[src/rtl/aes_uart_pkg.sv]
`default_nettype none
// ============================================================================
// aes_uart_pkg : shared state encoding and constants for the AES UART sender.
// Revision: 1.0
// ============================================================================
package aes_uart_pkg;

  localparam int         BLK_BYTES = 16;
  localparam logic [7:0] SYNC_BYTE = 8'hA5;

  typedef enum logic [2:0] {
    ST_IDLE = 3'd0,
    ST_LOAD = 3'd1,
    ST_SEND = 3'd2,
    ST_ADV  = 3'd3,
    ST_WAIT = 3'd4,
`ifdef AES_TX_SYNC_EN
    ST_DONE = 3'd5,
    ST_SYNC = 3'd6
`else
    ST_DONE = 3'd5
`endif
  } state_t;

endpackage
`default_nettype wire

[src/rtl/aes_tx_seq.sv]
`default_nettype none
// ============================================================================
// aes_tx_seq : sequences a 128-bit block through an external PISO into a UART,
// MSB byte first. Optional header byte when AES_TX_SYNC_EN is defined.
// Revision: 1.0
// ============================================================================
module aes_tx_seq
  import aes_uart_pkg::*;
(
  input  logic         clk,
  input  logic         reset,
  input  logic         blk_valid,
  input  logic [127:0] blk_data,
  output logic         blk_ready,
  output logic         blk_done,
  output logic [127:0] piso_data,
  output logic         piso_load,
  output logic         piso_hold,
  input  logic [7:0]   piso_byte,
  input  logic         piso_empty,
  output logic [7:0]   tx_data,
  output logic         tx_start,
  input  logic         tx_busy,
  output logic         err_underrun
);

  localparam logic [4:0] CNT_FULL = 5'(BLK_BYTES);

  state_t     state;
  logic [4:0] byte_cnt;
`ifdef AES_TX_SYNC_EN
  logic       hdr_pending;
`endif

  // Ready is decoded from state so it can rise in the very first cycle after reset.
  assign blk_ready = (state == ST_IDLE) && !err_underrun && !reset;

  always_ff @(posedge clk or posedge reset) begin
    if (reset) begin
      state        <= ST_IDLE;
      byte_cnt     <= '0;
      piso_data    <= '0;
      tx_data      <= '0;
      piso_load    <= 1'b0;
      tx_start     <= 1'b0;
      blk_done     <= 1'b0;
      err_underrun <= 1'b0;
      piso_hold    <= 1'b1;
`ifdef AES_TX_SYNC_EN
      hdr_pending  <= 1'b0;
`endif
    end else begin
      piso_load <= 1'b0;
      tx_start  <= 1'b0;
      blk_done  <= 1'b0;
      piso_hold <= 1'b1;
      case (state)
        ST_IDLE: begin
          if (blk_valid && !err_underrun) begin
            piso_data <= blk_data;
`ifdef AES_TX_SYNC_EN
            state     <= ST_SYNC;
`else
            piso_load <= 1'b1;
            state     <= ST_LOAD;
`endif
          end
        end
`ifdef AES_TX_SYNC_EN
        ST_SYNC: begin
          // Second SYNC cycle carries the header strobe; the UART busy shows up in WAIT.
          if (hdr_pending) begin
            state <= ST_WAIT;
          end else if (!tx_busy) begin
            tx_start    <= 1'b1;
            tx_data     <= SYNC_BYTE;
            hdr_pending <= 1'b1;
          end
        end
`endif
        ST_LOAD: begin
          byte_cnt <= '0;
          state    <= ST_SEND;
        end
        ST_SEND: begin
          if (piso_empty && (byte_cnt < CNT_FULL)) begin
            err_underrun <= 1'b1;
            state        <= ST_IDLE;
          end else if (!tx_busy) begin
            tx_start  <= 1'b1;
            tx_data   <= piso_byte;
            byte_cnt  <= byte_cnt + 5'd1;
            piso_hold <= 1'b0;
            state     <= ST_ADV;
          end
        end
        ST_ADV: begin
          state <= ST_WAIT;
        end
        ST_WAIT: begin
          if (!tx_busy) begin
`ifdef AES_TX_SYNC_EN
            if (hdr_pending) begin
              hdr_pending <= 1'b0;
              piso_load   <= 1'b1;
              state       <= ST_LOAD;
            end else
`endif
            if (byte_cnt == CNT_FULL) begin
              blk_done <= 1'b1;
              state    <= ST_DONE;
            end else begin
              state <= ST_SEND;
            end
          end
        end
        ST_DONE: begin
          state <= ST_IDLE;
        end
        default: begin
          state <= ST_IDLE;
        end
      endcase
    end
  end

endmodule
`default_nettype wire

[config.mk]
export PLATFORM = sky130hd
export DESIGN_NAME = aes_tx_seq
export DESIGN_NICKNAME = d
export VERILOG_FILES = /design/src/rtl/aes_uart_pkg.sv /design/src/rtl/aes_tx_seq.sv
export SDC_FILE = /design/constraint.sdc
export NUM_CORES = 1
export LEC_CHECK = 0
export CAP_MARGIN = 20
export CORE_MARGIN = 2
export CORE_UTILIZATION = 37
export DETAILED_ROUTE_END_ITERATION = 7
export PLACE_DENSITY = 0.74
export SLEW_MARGIN = 10
export SYNTH_ARGS = -nofsm -noshare
export SYNTH_HDL_FRONTEND = slang
export SYNTH_SLANG_ARGS = --single-unit
export TNS_END_PERCENT = 50
[constraint.sdc]
create_clock -name clk -period 8.6 [get_ports clk]
set_input_delay 2.58 -clock clk [delete_from_list [all_inputs] [get_ports clk]]
set_output_delay 2.58 -clock clk [all_outputs]
set_load 0.01 [all_outputs]
Yosys cells after proc, flatten, opt, wreduce, memory -nomap -nowiden
Cells that the tools add are included.

$add $sub $neg: 1. $lt $le $gt $ge: 1. Equal/unequal tests: 10. Muxes and demuxes: 20. Bitwise gates (word level): 2. Reductions and logical operators: 13.

Operators by type and width (number): $mux W3 (5); $pmux W3 S5 (1); $mux W1 (11); $mux W5 (2); $pmux W5 S2 (1); $reduce_and A3 Y1 (3); $eq A3 B2 Y1 const B (2); $ne A2 B2 Y1 const B (3); $add A5 B1 Y5 const B (1); $eq A5 B5 Y1 const B (1); $lt A5 B5 Y1 const B (1); $logic_and A1 B1 Y1 (4); $reduce_and A2 Y1 (2); $eq A3 B1 Y1 const B (1); $eq A3 B3 Y1 const B (1); $logic_not A3 Y1 (1); $ne A3 B3 Y1 const B (1); $logic_not A1 Y1 (2); $ne A2 B1 Y1 const B (1); $not A1 Y1 (2); $reduce_bool A2 Y1 (1).

Bits in registers: 149. Output and inout port bits: 142.

Depth between registers and ports, before layout
Word-level depth: 4. Depth in mapped cells: 6. Gate-level depth less buffers: 6.

Least setup slack after synthesis
Ideal clock, no wire load.

Kind: input to output. From: input reset. To: output blk_ready. Arrival: 6232 ps. Required time: 6020 ps. Slack: -212 ps. Cell stages on the path: 2. Cells stage by stage: inv_1 and3_1.

Cells in the longest elaborated chain, start to end: 2.

Ends and longest elaborated chain: from (decl) (RTL line aes_tx_seq.sv:11) `input logic reset,`; $logic_not A1 Y1 (no line); $logic_and A1 B1 Y1 (RTL line aes_tx_seq.sv:36) `assign blk_ready = (state == ST_IDLE) && !err_underrun && !reset;`; to (decl) (RTL line aes_tx_seq.sv:14) `output logic blk_ready,`.

Every way passes these cells.

Worst setup path in the final report
Same ends and word-level chain as after synthesis.

==> flow_metrics.tcl <==
set metrics [dict create \
    setup_violations 0 \
    fin_skew_ps 8.89 \
    arrival_ps 3810 \
    path_cells "clkdlybuf4s50_1, clkinvlp_4, and3_1, clkdlybuf4s50_1" \
    grt_max_degree 79 \
    final.setup.tns_ps 0 \
    antenna_found_initial 0 \
    postCtsHoldBufs 0 \
    grt_first_pass_wirelength_mm 22.3 \
    cts.clk_slew.worst_paths_ps 60 \
    whs_ps 502 \
    grt.overflow.total 0 \
    cts_buffers 17 \
    ctsResizeCount 0 \
    syn_area_um2 5770 \
    multiInputGateArea_um2 1850 \
    synth_top_area_cell "dfrtp_1" \
    slew_headroom_pct 35.3 \
    clkSinkCount 149 \
    synth-seq-area-share_pct 64.7 \
    vias 4044 \
    die_h_um 129 \
    hpwlAfterDp_mm 10.5 \
    period_share_pct 74.3 \
    start_util_pct 37.9 \
    synth-simple-area-share_pct 2.82 \
    tightestPinTransition_ps 970 \
    synth_top_family_by_area "multiplexers" \
    ys_seq_elements 149 \
    mostFrequentLayoutCells "clkdlybuf4s50_1 (282), dfrtp_1 (148), mux2_2 (137)" \
    design_area_um2 9350 \
    wl_per_cell_um 17.1 \
    slew_violations 0 \
    ys_warn_count 0 \
    synthTopCellsByArea "dfrtp_1 (64%), mux2_2 (27%), buf_6 (2.5%), dfstp_2 (0.46%), inv_1 (0.46%)" \
    hp-start "piso_data[81]" \
    ant_nets 0 \
    fin_nets 788 \
    cts_tree "yes" \
    synth_nets 500 \
    ff2ff_path_depth 4 \
    grt_usage_pct 17.5 \
    cp_slowest_cell "clkdlybuf4s50_1" \
    drt_iter0_drc 117 \
    final.min_clock_period_ps 6390 \
    rsz0062_at_grt "no" \
    drcViolationCount 0 \
    holdPathStages 1 \
    gp_congestion 0.743 \
    drt_wl_total_mm 14.4 \
    ios 283 \
    synth.distinct_cells 31 \
    crit_path_end_kind "output pin" \
    core_area_um2 15200 \
    cellLeakagePower_nw 4.43 \
    place_area_um2 8690 \
    critPathLaunchType "primary input" \
    hold_viol_final 0 \
    synth_mux_area_share_pct 26.8 \
    synth-compound-area-share_pct 1.91 \
    postSynthAreaPerCell_um2 16.1 \
    critPathKind "primary input to output pin" \
    power_density_nw_per_um2 168 \
    dr.pass1.iters 4 \
    timing.rr.end "piso_data[24]" \
    r2r_slack_ps 5820 \
    r2r-start "state[1]" \
    cap_violations 0 \
    areaGrowthSynthToFinish_pct 62.2 \
    syn-instance-count 357 \
    via_per_inst 4.79 \
    cts_max_level 4 \
    hold_class "flip-flop to flip-flop" \
    ir_drop_uv 116 \
    holdPathEnd "piso_data[81]" \
    die_w_um 129 \
    root_buffer "clkbuf_16" \
    post_cts_buffers 0 \
    grt_pass1_vias 4344 \
    synthXorXnorAreaFrac_pct 0 \
    final_common_cell "clkdlybuf4s50_1" \
    crit_required_ps 6020 \
    antenna_cells 0 \
    synth_top_area_share_pct 64.2 \
    critPathMaxFanout 2 \
    outcome "completed" \
    drive_gt1_share_pct 26.6 \
    clock.fmax_ghz 0.157 \
    rows 45 \
    seqCellArea_um2 3730 \
    clock_latency_ps 410 \
    cts_max_path_buffers 2 \
    dieArea_um2 16600 \
    synthAdderAreaFrac_pct 0.434 \
    nFillCells 1170 \
    cp_common_cell "clkdlybuf4s50_1" \
    slowest_delay_ps 500 \
    portBuffers 282 \
]
## metrics by stage
step,cells,setup slack [ps],power (mW),utilization [%]
floorplan,357,793,0.726,-
global placement,813,2190,0.794,57.2
detailed placement,813,2210,0.795,57.2
CTS,844,2200,1.59,61.3
global route,845,2170,1.63,61.5
finish,845,2210,1.57,61.5
## synth_stat cells
cell type,count
a21o_1,2
a21oi_1,1
a221o_1,1
a22o_1,1
a2bb2oi_1,1
a31oi_1,1
and2_1,1
and2b_1,1
and3_1,3
and4bb_2,1
buf_2,3
buf_4,1
buf_6,13
dfrtp_1,148
dfstp_2,1
ha_1,2
inv_1,7
mux2_2,137
nand2_1,6
nand2b_1,2
nand3_1,5
nand3_2,1
nand4_1,1
nor2_1,5
nor2_4,1
nor3_1,1
nor4_1,1
o21ai_0,5
o22ai_1,1
o311ai_0,2
o31ai_1,1
## how the worst max path moves through the flow
| stage | start | end | slack [ps] | cells after the start |
|---|---|---|---|---|
| after floorplan | reset | blk_ready | 790 | 2 |
| after global placement | reset | blk_ready | 2190 | 4 |
| after detailed placement | reset | blk_ready | 2210 | 4 |
| after CTS | reset | blk_ready | 2200 | 4 |
| after global routing | reset | blk_ready | 2170 | 4 |
| final | reset | blk_ready | 2210 | 4 |
## final cells by class
type	instances	share of cell area, %
multi-input combinational	184	19.8
clock buffer	23	5.22
timing repair buffer	286	30.7
inverter	7	0.321
clock inverter	8	1.57
tap	188	2.52
sequential	149	39.9
## power by group
group	switching (mW)	internal (mW)	total, mW
Combinational	0.0236	0.0576	0.0812
Clock	0.273	0.515	0.787
Sequential	0	0.701	0.701
Total	0.296	1.27	1.57
## worst max-delay path, delay by kind of cell
kind / cells / cell delay (ps)
buffers and inverters: 3 / 1080
and+or+nand+nor: 1 / 150
## kinds of logic after synthesis
logic type	count (synthesis)
DFF	149
muxes	137
and+or+nand+nor	29
buffers and inverters	24
AOI/OAI and AO/OA	16
adders and majority gates	2
## state kept, by name (all words and copies together) (netlist names)
register / flops
piso_data: 128
tx_data: 8
byte_cnt: 5
state: 3
blk_done: 1
err_underrun: 1
piso_hold: 1
piso_load: 1
tx_start: 1
## routing by layer
metal	GRT usage, %	vias to the layer above	share of wire, %
met4	7.54	0	2.5
li1	-	1834	-
met3	6.07	31	8.1
met5	0	-	0
met1	19.6	2005	38
met2	30.3	174	52
(Power assumes the default switching activity.)
